--- src/rtl/dpram_port_arb.sv ---
// dpram_port_arb
//   Lets two requesters (typically an LSU and a debug/DMA master) share one
//   port of a byte-addressable 32-bit dual-port RAM. Requests are arbitrated
//   round-robin. Each requester has its own response FIFO. A per-requester
//   credit count limits the reads it may have outstanding, so a returning
//   read always finds room in its FIFO.
//   The RAM port is assumed always ready, returns read data exactly one
//   cycle after accepting a read, and cannot be back-pressured.
//
// Ports
//   clk, rstf                      clock, asynchronous active-low reset
//   t_rX_valid/ready/we/addr/
//   t_rX_data/mask                 request channel from requester X
//   i_rX_valid/ready/data          read response channel to requester X
//   i_m_valid/ready/we/addr/
//   i_m_data/mask                  request channel to the RAM
//   t_m_valid/data                 read data returned by the RAM
//   err                            sticky protocol error
module dpram_port_arb #(
    parameter int  DEPTH      = 8192,
    parameter int  RESP_DEPTH = 2,
    localparam int AW         = $clog2(DEPTH) + 2
) (
    input  logic                 clk,
    input  logic                 rstf,
    input  logic                 t_r0_valid,
    output logic                 t_r0_ready,
    input  logic                 t_r0_we,
    input  logic [AW-1:0]        t_r0_addr,
    input  logic [3:0][7:0]      t_r0_data,
    input  logic [3:0]           t_r0_mask,
    input  logic                 t_r1_valid,
    output logic                 t_r1_ready,
    input  logic                 t_r1_we,
    input  logic [AW-1:0]        t_r1_addr,
    input  logic [3:0][7:0]      t_r1_data,
    input  logic [3:0]           t_r1_mask,
    output logic                 i_r0_valid,
    input  logic                 i_r0_ready,
    output logic [3:0][7:0]      i_r0_data,
    output logic                 i_r1_valid,
    input  logic                 i_r1_ready,
    output logic [3:0][7:0]      i_r1_data,
    output logic                 i_m_valid,
    input  logic                 i_m_ready,
    output logic                 i_m_we,
    output logic [AW-1:0]        i_m_addr,
    output logic [3:0][7:0]      i_m_data,
    output logic [3:0]           i_m_mask,
    input  logic                 t_m_valid,
    input  logic [3:0][7:0]      t_m_data,
    output logic                 err
);

    localparam logic [1:0] CREDIT_MAX = 2'(RESP_DEPTH);

    // Requester channels gathered into arrays so both sides share one description.
    logic          req_valid [2];
    logic          req_we    [2];
    logic [AW-1:0] req_addr  [2];
    logic [31:0]   req_data  [2];
    logic [3:0]    req_mask  [2];
    logic          rsp_ready [2];

    assign req_valid[0] = t_r0_valid;
    assign req_valid[1] = t_r1_valid;
    assign req_we[0]    = t_r0_we;
    assign req_we[1]    = t_r1_we;
    assign req_addr[0]  = t_r0_addr;
    assign req_addr[1]  = t_r1_addr;
    assign req_data[0]  = t_r0_data;
    assign req_data[1]  = t_r1_data;
    assign req_mask[0]  = t_r0_mask;
    assign req_mask[1]  = t_r1_mask;
    assign rsp_ready[0] = i_r0_ready;
    assign rsp_ready[1] = i_r1_ready;

    logic          last_grant_q,   last_grant_d;
    logic          in_flight_q,    in_flight_d;
    logic          in_flight_id_q, in_flight_id_d;
    logic          err_q,          err_d;
    // High until the first clock edge after reset release; a RAM response
    // to a read issued before reset may still land in that cycle.
    logic          post_rst_q,     post_rst_d;
    logic [1:0]    credit_q [2],   credit_d [2];
    logic [1:0]    cnt_q    [2],   cnt_d    [2];
    logic          wr_ptr_q [2],   wr_ptr_d [2];
    logic          rd_ptr_q [2],   rd_ptr_d [2];
    logic [31:0]   fifo_q   [2][2];
    logic [31:0]   fifo_d   [2][2];

    logic          pop  [2];
    logic          elig [2];
    logic          gnt_vld;
    logic          gnt_id;
    logic          accept;
    logic          issue_rd;

    function automatic logic ptr_inc(input logic p);
        return (RESP_DEPTH == 1) ? 1'b0 : ~p;
    endfunction

    // Arbitration. Gating eligibility with rstf keeps every request-side
    // output low for the whole reset, even while requesters hold valid high.
    always_comb begin
        for (int x = 0; x < 2; x++) begin
            pop[x]  = (cnt_q[x] != 2'd0) & rsp_ready[x];
            // A pop this cycle frees a credit, so a read may issue alongside it.
            elig[x] = rstf & req_valid[x] &
                      (req_we[x] | (credit_q[x] < CREDIT_MAX) | pop[x]);
        end
        gnt_vld  = elig[0] | elig[1];
        gnt_id   = (elig[0] & elig[1]) ? ~last_grant_q : elig[1];
        accept   = gnt_vld & i_m_ready;
        issue_rd = accept & ~req_we[gnt_id];
    end

    assign i_m_valid  = gnt_vld;
    assign i_m_we     = gnt_vld & req_we[gnt_id];
    assign i_m_addr   = gnt_vld ? req_addr[gnt_id] : '0;
    assign i_m_data   = gnt_vld ? req_data[gnt_id] : '0;
    assign i_m_mask   = gnt_vld ? req_mask[gnt_id] : '0;
    assign t_r0_ready = gnt_vld & ~gnt_id & i_m_ready;
    assign t_r1_ready = gnt_vld &  gnt_id & i_m_ready;

    assign i_r0_valid = (cnt_q[0] != 2'd0);
    assign i_r1_valid = (cnt_q[1] != 2'd0);
    assign i_r0_data  = fifo_q[0][rd_ptr_q[0]];
    assign i_r1_data  = fifo_q[1][rd_ptr_q[1]];
    assign err        = err_q;

    always_comb begin
        logic push_x;
        logic release_x;
        logic issue_x;

        last_grant_d   = accept ? gnt_id : last_grant_q;
        in_flight_d    = issue_rd;
        in_flight_id_d = issue_rd ? gnt_id : 1'b0;
        post_rst_d     = 1'b0;
        // Stray RAM data (nothing in flight) or a missing response both flag err.
        err_d          = err_q
                       | (t_m_valid & ~in_flight_q & ~post_rst_q)
                       | (in_flight_q & ~t_m_valid);
        push_x         = 1'b0;
        release_x      = 1'b0;
        issue_x        = 1'b0;

        for (int x = 0; x < 2; x++) begin
            fifo_d[x][0] = fifo_q[x][0];
            fifo_d[x][1] = fifo_q[x][1];
            wr_ptr_d[x]  = wr_ptr_q[x];
            rd_ptr_d[x]  = rd_ptr_q[x];

            push_x    = in_flight_q & t_m_valid  & (in_flight_id_q == 1'(x));
            // A lost response returns its credit so the requester cannot starve.
            release_x = in_flight_q & ~t_m_valid & (in_flight_id_q == 1'(x));
            issue_x   = issue_rd & (gnt_id == 1'(x));

            if (push_x) begin
                fifo_d[x][wr_ptr_q[x]] = t_m_data;
                wr_ptr_d[x]            = ptr_inc(wr_ptr_q[x]);
            end
            if (pop[x]) begin
                rd_ptr_d[x] = ptr_inc(rd_ptr_q[x]);
            end

            cnt_d[x]    = cnt_q[x] + {1'b0, push_x} - {1'b0, pop[x]};
            credit_d[x] = credit_q[x] + {1'b0, issue_x}
                        - {1'b0, pop[x]} - {1'b0, release_x};
        end
    end

    always_ff @(posedge clk or negedge rstf) begin
        if (!rstf) begin
            last_grant_q   <= 1'b1;
            in_flight_q    <= 1'b0;
            in_flight_id_q <= 1'b0;
            err_q          <= 1'b0;
            post_rst_q     <= 1'b1;
            for (int x = 0; x < 2; x++) begin
                credit_q[x]  <= '0;
                cnt_q[x]     <= '0;
                wr_ptr_q[x]  <= 1'b0;
                rd_ptr_q[x]  <= 1'b0;
                fifo_q[x][0] <= '0;
                fifo_q[x][1] <= '0;
            end
        end else begin
            last_grant_q   <= last_grant_d;
            in_flight_q    <= in_flight_d;
            in_flight_id_q <= in_flight_id_d;
            err_q          <= err_d;
            post_rst_q     <= post_rst_d;
            for (int x = 0; x < 2; x++) begin
                credit_q[x]  <= credit_d[x];
                cnt_q[x]     <= cnt_d[x];
                wr_ptr_q[x]  <= wr_ptr_d[x];
                rd_ptr_q[x]  <= rd_ptr_d[x];
                fifo_q[x][0] <= fifo_d[x][0];
                fifo_q[x][1] <= fifo_d[x][1];
            end
        end
    end

endmodule
--- config.mk ---
export PLATFORM = sky130hd
export DESIGN_NAME = dpram_port_arb
export DESIGN_NICKNAME = d
export VERILOG_FILES = /design/src/rtl/dpram_port_arb.sv
export SDC_FILE = /design/constraint.sdc
export NUM_CORES = 1
export LEC_CHECK = 0
export BUFFER_PORTS_ARGS = -buffer_cell sky130_fd_sc_hd__buf_2
export CORE_MARGIN = 2
export CORE_UTILIZATION = 29
export CTS_CLUSTER_SIZE = 25
export DETAILED_ROUTE_END_ITERATION = 8
export SLEW_MARGIN = 10
export SYNTH_ARGS = -nofsm -noshare
export SYNTH_HDL_FRONTEND = slang
export SYNTH_SLANG_ARGS = --single-unit
--- constraint.sdc ---
create_clock -name clk -period 3 [get_ports clk]
set_input_delay 0.45 -clock clk [delete_from_list [all_inputs] [get_ports clk]]
set_output_delay 0.45 -clock clk [all_outputs]
set_load 0.05 [all_outputs]
==> impl_metrics.env, run 1 <==
export IMPL_status="complete, no violations"
export IMPL_use_met1=0.186
export IMPL_busiest_layer="met2"
export IMPL_finalHoldViolCount=0
export IMPL_cts_clk_slew_worst_paths_ps=70
export IMPL_fin_crit_sh=0.956
export IMPL_fill_cells=2335
export IMPL_final_util=0.393
export IMPL_path_cells="o21ai_2 -> a21oi_2 -> and3b_2 -> buf_12 -> a22o_1 -> buf_12"
export IMPL_dr_pass1_iters=4
export IMPL_ios=266
export IMPL_htree_levels=4
export IMPL_timing_setup_tns_ps=0
export IMPL_initial_core_util=0.294
export IMPL_dieArea_mm2=0.0259
export IMPL_routed_wirelength_mm=21.8
export IMPL_cap_violations=0
export IMPL_leakage_nw=4.98
export IMPL_fmax_mhz=349
export IMPL_yosys_cell_types_count=41
export IMPL_power_w=0.00872
export IMPL_root_buffer="clkbuf_16"
export IMPL_ff_latch_area_mm2=0.00363
export IMPL_worst_pin_slew_ps=775
export IMPL_fp_row_count=57
export IMPL_grt_use_met2=0.306
export IMPL_ir_worst_vdd_mv=0.610
export IMPL_place_gp_congestion=0.883
export IMPL_grt_total_usage=0.169
export IMPL_synth_ff_type="dfrtp_1"
export IMPL_relSlewSlack=0.484
export IMPL_layout_common_cells="buf_2 (255), mux2_2 (161), dfrtp_1 (141)"
export IMPL_clkLatencyLatePin_ps=410
export IMPL_die_width_um=161
export IMPL_critical_path_max_stage_delay_ps=480
export IMPL_antenna_left=0
export IMPL_multi_input_comb_area_mm2=0.00323
export IMPL_crit_top_cell="buf_12"
export IMPL_grt_pass1_wl_mm=32.5
export IMPL_tritoncts="built"
export IMPL_synth_edf_count=0
export IMPL_hpwl_mm=16.4
export IMPL_dieHeight_um=161
export IMPL_post_cts_buffers=0
export IMPL_cts_resized=0
export IMPL_period_minus_slack_ps=2870
export IMPL_syn_area_mm2=0.00714
export IMPL_grt_overflow=0
export IMPL_cp_data_required_time_ps=2550
export IMPL_area_growth_pct=33.4
export IMPL_worstRegToRegCells=9
export IMPL_crit_arrival_ps=2420
export IMPL_worst_path_max_fanout=35
export IMPL_final_layout_size_suffix_gt1_frac=0.671
export IMPL_yosysWarnings=0
export IMPL_detail_route_iter0_violations=182
export IMPL_slew_viol_final=0
export IMPL_via_per_inst=4.64
export IMPL_setup_violations=0
export IMPL_slowest_stage="and3b_2"
export IMPL_r2r_setup_slack_ps=420
export IMPL_r2r_end="credit_q[1]"
export IMPL_port_buffers=265
export IMPL_avgSynthCellArea_um2=14.6
export IMPL_final_common_cell="buf_2"
export IMPL_drc=0
export IMPL_syn_nets=641
export IMPL_clock_path_buffers=2
export IMPL_ys_seq_area_frac=0.509
export IMPL_syn_inst=489
export IMPL_post_drt_wl_per_cell_um=20.0
export IMPL_r2r_start="cnt_q[2]"
export IMPL_via_count=5071
export IMPL_nets=903
export IMPL_finalHoldWorstSlack_ps=245
export IMPL_crit_type="flop to output port"
export IMPL_clock_skew_ps=10.2
export IMPL_design_core_area_mm2=0.0242
export IMPL_pre_cts_slack_ps=375
export IMPL_rsz0062_at_grt="false"
export IMPL_grt_max_degree=146
export IMPL_fin_ws_ps=132
export IMPL_min_delay_path_class="input port to async pin"
export IMPL_cts_buffers_inserted=17
export IMPL_p_per_area_mw_per_mm2=916
export IMPL_cts_hold_buf=0
export IMPL_ys_ff_latch=145
export IMPL_startpoint_type="flop"
export IMPL_cts_sinks=145
export IMPL_use_met3=0.0452
export IMPL_worstSetupEndpointType="output port"
export IMPL_synthArstFlopShare=1.00
export IMPL_grt_pass1_vias=5208
export IMPL_grt_antenna_before_repair=8
[Yosys cell counts (all sizes together) (2+ instances only)]
cell type	count	share of area
or2	3	0.0026
ha	6	0.011
and2	2	0.0018
a22o	51	0.063
or3	2	0.0018
a211oi	2	0.0028
o21ai	2	0.0035
a21oi	2	0.0025
and3b	2	0.0025
clkbuf	5	0.0026
a31oi	2	0.0018
dfstp	2	0.0074
xnor2	11	0.013
nor2b	4	0.0035
inv	7	0.0037
dfrtp	143	0.50
fa	2	0.0056
nand3	2	0.0021
nor2	3	0.0019
buf	28	0.034
mux2	192	0.32
nand2	4	0.0021
nand3b	3	0.0032
[critical path: cells and delay by family (launching register included)]
kind                   cells  cell delay [ps]
DFF                        1              400
buffers and inverters      2              400
AOI/OAI and AO/OA          3              700
and+or+nand+nor            1              480
[report_power, final]
part	internal [W]	switching, W	total, W
Combinational	0.00138	0.00241	0.00379
Clock	0.00125	0.000842	0.00209
Sequential	0.00248	0.000363	0.00284
[per-stage QoR]
stage	area, um2	std cells
after floorplan	7140	489
after global placement	8930	1056
after detailed placement	8930	1056
after CTS	9510	1087
after global routing	9520	1094
final	9520	1094
[worst max-delay path by stage]
stage	end	cells after the start	slack, ps	start
5_1_grt	i_m_data[16]	6	40	cnt_q[2]
2_1_floorplan	credit_q[1]	9	610	t_r0_we
3_3_place_gp	credit_q[1]	10	380	t_r0_we
4_1_cts	i_m_data[16]	6	120	cnt_q[2]
6_report	i_m_data[16]	6	130	cnt_q[2]
3_5_place_dp	credit_q[1]	10	370	t_r0_we
[area by class of cell]
type	count	share of cell area
Antenna cell	7	0.00184
Clock buffer	19	0.0465
Clock inverter	12	0.0141
Inverter	7	0.00276
Multi-Input combinational cell	304	0.339
Sequential cell	145	0.382
Tap cell	324	0.0426
Timing Repair Buffer	276	0.172
[state kept, by name, indices dropped and copies added (netlist names)]
register / count
rd_ptr_q: 2
cnt_q: 4
last_grant_q: 1
fifo_q: 128
post_rst_q: 1
credit_q: 4
in_flight_q: 1
wr_ptr_q: 2
err: 1
in_flight_id_q: 1
[per-layer routing]
layer	vias to the layer above	wire length (um)
li1	2317	-
met1	2541	8480
met2	191	11300
met3	22	1350
met4	0	663
met5	-	0
[cells by family after synthesis]
kind of cell / Yosys count / share of synthesized area
and+or+nand+nor: 29 / 0.0252
buffers and inverters: 40 / 0.0405
muxes: 192 / 0.318
xor gates and xnor gates: 11 / 0.0135
DFF: 145 / 0.509
adders and majority gates: 8 / 0.0161
AOI/OAI and AO/OA: 63 / 0.0773
other: 1 / 0.000525
Power figures use the tool's default switching activity.
==> run 2: changes to the inputs <==
--- a/config.mk
+++ b/config.mk
@@ -6,10 +6,14 @@
 export NUM_CORES = 1
 export LEC_CHECK = 0
 export BUFFER_PORTS_ARGS = -buffer_cell sky130_fd_sc_hd__buf_2
+export CELL_PAD_IN_SITES_DETAIL_PLACEMENT = 0
+export CELL_PAD_IN_SITES_GLOBAL_PLACEMENT = 1
 export CORE_MARGIN = 2
 export CORE_UTILIZATION = 29
+export CTS_BUF_LIST = sky130_fd_sc_hd__clkbuf_4 sky130_fd_sc_hd__clkbuf_8 sky130_fd_sc_hd__clkbuf_16
 export CTS_CLUSTER_SIZE = 25
 export DETAILED_ROUTE_END_ITERATION = 8
+export PLACE_DENSITY_LB_ADDON = 0.1
 export SLEW_MARGIN = 10
 export SYNTH_ARGS = -nofsm -noshare
 export SYNTH_HDL_FRONTEND = slang
==> run 2 against run 1 <==
Against the previous run:
- worst hold slack gained 15 ps
- setup slack improved by 200 ps
- flip-flop and latch count stayed put
- via count is essentially flat
- register-to-register slack lost 20 ps
- cell area down 1.1%
- core utilization decreased by 0.43 points
- die area is the same
==> impl_metrics.env, run 2 (same netlist as run 1, synthesis figures left out) <==
export IMPL_hpwl_mm=14.0
export IMPL_relSlewSlack=0.455
export IMPL_fp_row_count=57
export IMPL_timing_setup_tns_ps=0
export IMPL_leakage_nw=4.96
export IMPL_place_gp_congestion=0.920
export IMPL_period_minus_slack_ps=2660
export IMPL_clock_skew_ps=13.3
export IMPL_final_layout_size_suffix_gt1_frac=0.670
export IMPL_dieArea_mm2=0.0259
export IMPL_final_cell_area_mm2=0.00942
export IMPL_r2r_start="cnt_q[2]"
export IMPL_routed_wirelength_mm=19.9
export IMPL_htree_levels=4
export IMPL_startpoint_type="flop"
export IMPL_tritoncts="built"
export IMPL_antenna_left=0
export IMPL_p_per_area_mw_per_mm2=925
export IMPL_clock_path_buffers=2
export IMPL_grt_max_degree=89
export IMPL_min_delay_start="t_r1_we"
export IMPL_ios=266
export IMPL_drc=0
export IMPL_grt_antenna_before_repair=1
export IMPL_regMostFlops="fifo_q"
export IMPL_root_buffer="clkbuf_16"
export IMPL_cp_startpoint="cnt_q[2]"
export IMPL_area_growth_pct=32.0
export IMPL_power_w=0.00871
export IMPL_via_per_inst=4.66
export IMPL_slew_viol_final=0
export IMPL_initial_core_util=0.294
export IMPL_worst_pin_slew_ps=818
export IMPL_ir_worst_vdd_mv=0.502
export IMPL_worst_path_max_fanout=51
export IMPL_rsz0062_at_grt="false"
export IMPL_largest_reg_flops=128
export IMPL_cts_sinks=145
export IMPL_cap_violations=0
export IMPL_cts_clk_slew_worst_paths_ps=60
export IMPL_grt_overflow=0
export IMPL_top_regs="fifo_q x128, cnt_q x4, credit_q x4"
export IMPL_fmax_mhz=375
export IMPL_cts_buffers_inserted=17
export IMPL_design_core_area_mm2=0.0242
export IMPL_clkLatencyLatePin_ps=420
export IMPL_post_drt_wl_per_cell_um=18.3
export IMPL_grt_pass1_wl_mm=30.1
export IMPL_grt_total_usage=0.152
export IMPL_place_area_mm2=0.00881
export IMPL_layout_common_cells="buf_2 (260), mux2_2 (161), dfrtp_1 (141)"
export IMPL_crit_arrival_ps=2210
export IMPL_status="complete, no violations"
export IMPL_setup_violations=0
export IMPL_crit_type="flop to output port"
export IMPL_finalHoldViolCount=0
export IMPL_cp_data_required_time_ps=2550
export IMPL_fin_crit_sh=0.888
export IMPL_nets=903
export IMPL_via_count=5070
export IMPL_die_width_um=161
export IMPL_port_buffers=265
export IMPL_dr_pass1_iters=4
export IMPL_grt_pass1_vias=5314
export IMPL_final_common_cell="buf_2"
export IMPL_min_delay_path_class="input port to flop"
export IMPL_detail_route_iter0_violations=142
export IMPL_final_util=0.388
export IMPL_dieHeight_um=161
export IMPL_worstSetupEndpointType="output port"
## run 2: changes by cell type in the layout (fill, tap and decap cells not counted), moves of 2 or more
cell     change
buf_12       -8
diode_2      -6
buf_2        +5
inv_6        +2
## run 2: per-stage QoR
stage | hold WS (ps) | setup WS [ps] | std cells
after floorplan | 154 | 608 | 489
after global routing | 263 | 165 | 1088
after detailed placement | 287 | 341 | 1055
final | 259 | 336 | 1089
after global placement | 282 | 360 | 1055
after CTS | 237 | 271 | 1088
## run 2: path summary, 6_finish.rpt
check                           slack, ps             end  cells past startpoint
max in group asynchronous            1530      fifo_q[25]                      3
min in group asynchronous             440     rd_ptr_q[1]                      2
worst max register to register        400     credit_q[1]                      9
worst min-delay path                  260  in_flight_id_q                      2
worst max-delay path                  340    i_m_data[16]                      6
worst min register to register        470     credit_q[1]                      1
## run 2: routing by layer
metal / wire length, um / vias up / track usage
li1: - / 2324 / -
met1: 8370 / 2554 / 0.180
met2: 10200 / 175 / 0.270
met3: 1130 / 17 / 0.0411
met4: 225 / 0 / 0.0446
met5: 0 / - / 0
## run 2: layout make-up
| type | count | area (um2) |
|---|---|---|
| Multi-Input combinational cell | 304 | 3220 |
| Sequential cell | 145 | 3630 |
| Inverter | 7 | 26.3 |
| Tap cell | 324 | 405 |
| Clock inverter | 13 | 149 |
| Clock buffer | 19 | 447 |
| Antenna cell | 1 | 2.50 |
| Timing Repair Buffer | 276 | 1530 |
| Fill cell | 2359 | 14800 |
## run 2: critical path: stages (launching register included)
cell     delay (ps)
dfrtp_1         400
o21ai_2         270
a21oi_2         120
and3b_1         270
buf_12          240
a22o_1          310
buf_12          170
## run 2: report_power, final
group          switching, W  internal (W)
registers          0.000361       0.00248
clock network      0.000850       0.00127
logic               0.00241       0.00135
total               0.00362       0.00510
## run 2: what timing repair did
item	CTS	global route
hold endpoints to repair	8	0
buffers inserted	0	0
hold buffers	1	0
resized for setup	0	0
==> run 3: changes to the inputs <==
--- a/config.mk
+++ b/config.mk
@@ -5,6 +5,7 @@
 export SDC_FILE = /design/constraint.sdc
 export NUM_CORES = 1
 export LEC_CHECK = 0
+export ABC_AREA = 1
 export BUFFER_PORTS_ARGS = -buffer_cell sky130_fd_sc_hd__buf_2
 export CELL_PAD_IN_SITES_DETAIL_PLACEMENT = 0
 export CELL_PAD_IN_SITES_GLOBAL_PLACEMENT = 1
==> run 3 against run 2 <==
Against the previous run:
- cell area up 1.4%
- register-to-register slack better by 230 ps
- worst hold slack worse by 180 ps
- critical endpoint is now i_m_addr[1]
==> impl_metrics.env, run 3 <==
export IMPL_status="complete, no violations"
export IMPL_setup_violations=0
export IMPL_leakage_nw=5.39
export IMPL_cts_hold_buf=0
export IMPL_routed_wirelength_mm=22.4
export IMPL_crit_arrival_ps=2230
export IMPL_synth_adder_area_share=0.0160
export IMPL_ys_seq_area_frac=0.504
export IMPL_synthArstFlopShare=1.00
export IMPL_root_buffer="clkbuf_16"
export IMPL_final_util=0.391
export IMPL_via_per_inst=4.40
export IMPL_port_buffers=265
export IMPL_slowest_stage="dfrtp_1"
export IMPL_grt_max_degree=69
export IMPL_cts_clk_slew_worst_paths_ps=60
export IMPL_via_count=6622
export IMPL_multi_input_comb_area_mm2=0.00306
export IMPL_post_cts_buffers=0
export IMPL_tritoncts="built"
export IMPL_grt_total_usage=0.176
export IMPL_largest_reg_flops=128
export IMPL_period_minus_slack_ps=2680
export IMPL_synth_xor_area_share=0.0122
export IMPL_slew_viol_final=0
export IMPL_cpLargestDelayFamily="buffers and inverters"
export IMPL_grt_antenna_before_repair=3
export IMPL_syn_nets=1073
export IMPL_clkLatencyLatePin_ps=420
export IMPL_path_cells="inv_1 -> nand2_1 -> nand2_1 -> a21oi_1 -> nand2_2 -> buf_4 -> nand3_1 -> nand2_1 -> buf_2"
export IMPL_yosysWarnings=0
export IMPL_ff_latch_area_mm2=0.00363
export IMPL_synth_ff_type="dfrtp_1"
export IMPL_yosys_cell_types_count=27
export IMPL_dp_cells=1470
export IMPL_fin_ws_ps=320
export IMPL_power_w=0.00931
export IMPL_worst_path_max_fanout=34
export IMPL_rsz0062_at_grt="false"
export IMPL_synth_most_common_cell="nand2_1"
export IMPL_crit_type="flop to output port"
export IMPL_die_width_um=162
export IMPL_min_delay_path_class="input port to async pin"
export IMPL_place_gp_congestion=0.790
export IMPL_cap_violations=0
export IMPL_cts_buffers_inserted=17
export IMPL_avgSynthCellArea_um2=7.82
export IMPL_grt_pass1_vias=6570
export IMPL_grt_pass1_wl_mm=35.6
export IMPL_nets=1317
export IMPL_use_met1=0.208
export IMPL_cts_sinks=145
export IMPL_dieArea_mm2=0.0261
export IMPL_fmax_mhz=373
export IMPL_final_layout_size_suffix_gt1_frac=0.315
export IMPL_synth_edf_count=0
export IMPL_busiest_layer="met2"
export IMPL_cp_data_required_time_ps=2550
export IMPL_synth_top_family_by_area="simple AND/OR/NAND/NOR gates"
export IMPL_timing_setup_tns_ps=0
export IMPL_crit_top_cell="nand2_1"
export IMPL_hpwl_mm=15.9
export IMPL_fill_cells=2651
export IMPL_p_per_area_mw_per_mm2=975
export IMPL_relSlewSlack=0.411
export IMPL_use_met3=0.0385
export IMPL_post_drt_wl_per_cell_um=14.9
export IMPL_regMostFlops="fifo_q"
export IMPL_synth_common_cells="nand2_1 (445), dfrtp_1 (143), o21ai_0 (64)"
export IMPL_yosysTopAreaCell="dfrtp_1"
export IMPL_drc=0
export IMPL_syn_area_mm2=0.00721
export IMPL_layout_common_cells="nand2_1 (443), buf_2 (261), dfrtp_1 (141)"
export IMPL_instances_no_fill=1505
export IMPL_dr_pass1_iters=5
export IMPL_fp_row_count=57
export IMPL_ys_ff_latch=145
export IMPL_ir_worst_vdd_mv=0.377
export IMPL_synthSimpleGateAreaFrac=0.282
export IMPL_worst_pin_slew_ps=884
export IMPL_htree_levels=4
export IMPL_startpoint_type="flop"
export IMPL_grt_overflow=0
export IMPL_synth_top_cell_area_share=0.497
export IMPL_synth_compound_area_frac=0.113
export IMPL_finalHoldViolCount=0
export IMPL_design_core_area_mm2=0.0244
export IMPL_clock_path_buffers=2
export IMPL_fin_crit_sh=0.893
export IMPL_pre_cts_slack_ps=513
export IMPL_area_growth_pct=32.5
export IMPL_antenna_left=0
export IMPL_initial_core_util=0.295
export IMPL_final_common_cell="nand2_1"
export IMPL_critical_path_max_stage_delay_ps=390
export IMPL_top_regs="fifo_q x128, cnt_q x4, credit_q x4"
export IMPL_syn_inst=921
export IMPL_grt_use_met2=0.309
export IMPL_dieHeight_um=162
export IMPL_clock_skew_ps=6.17
export IMPL_yosys_mux_area_fraction=0
export IMPL_detail_route_iter0_violations=323
export IMPL_ios=266
export IMPL_worstSetupEndpointType="output port"
export IMPL_crit_buf_inv=3
export IMPL_synth_area_leaders="dfrtp_1 (50%), nand2_1 (23%), o21ai_2 (4.9%)"
==> run 3: cell types whose count changed after synthesis, sizes merged, moves of 5 or more <==
cell / delta
xnor2: -5
nand2: +442
o21ai: +127
buf: -5
nand3: +53
clkbuf: +28
a22o: -51
inv: +45
mux2: -192
==> run 3: final cells by class <==
type,count,share of cell area
clock inverter,11,0.0210
sequential,145,0.381
tap,324,0.0425
antenna,3,0.000786
inverter,54,0.0212
clock buffer,21,0.0497
multi-input combinational,666,0.320
timing repair buffer,281,0.164
==> run 3: worst register-to-register path, delay by kind of cell, from the launching register on <==
kind          cells  cell delay (ps)
flops             1              360
simple gates      6              650
fa+ha+maj         2              670
xor+xnor          2              270
buf+inv           3              310
==> run 3: what timing repair did <==
item / 4_1_cts / 5_1_grt
setup endpoints to repair: 0 / 1
endpoints found under the hold margin: 0 / 0
gates resized for setup: 0 / 1
==> run 3: layer usage <==
metal  routed length, um  up-vias  share of wire
met4                 528        0          0.024
met2               11300      203           0.51
met1                9340     3017           0.42
met5                   0        -              0
li1                    -     3381              -
met3                1210       21          0.054
==> run 3: cells by family (layout without fill, tap and decap cells) <==
group,count (synthesis),in the layout
simple gates,515,515
compound gates,132,132
flops,145,145
other cells,1,4
buf+inv,110,367
xor+xnor,10,10
fa+ha+maj,8,8
==> run 3: path summary, 6_finish.rpt <==
| check | slack, ps | cells after the start | endpoint | start |
|---|---|---|---|---|
| worst min-delay path | 80 | 2 | credit_q[3] | rstf |
| worst max-delay path | 320 | 9 | i_m_addr[1] | cnt_q[1] |
| min in group clk | 300 | 3 | last_grant_q | i_m_ready |
| worst max register to register | 630 | 13 | credit_q[3] | cnt_q[1] |
| max in group asynchronous | 1520 | 3 | fifo_q[105] | rstf |
| worst min register to register | 480 | 2 | fifo_q[48] | fifo_q[48] |
==> run 3: per-stage QoR <==
step / area, um2 / hold WS [ps]
after floorplan: 7210 / 154
after global placement: 8860 / 465
after detailed placement: 8860 / 468
after CTS: 9540 / 75.5
after global routing: 9550 / 101
final: 9550 / 76.7
==> run 3: where the power goes <==
| group | total, W | leakage (nW) | internal (W) | switching, W |
|---|---|---|---|---|
| clock network | 0.00240 | 0.324 | 0.00156 | 0.000842 |
| logic | 0.00417 | 3.20 | 0.00105 | 0.00312 |
| registers | 0.00274 | 1.87 | 0.00248 | 0.000257 |
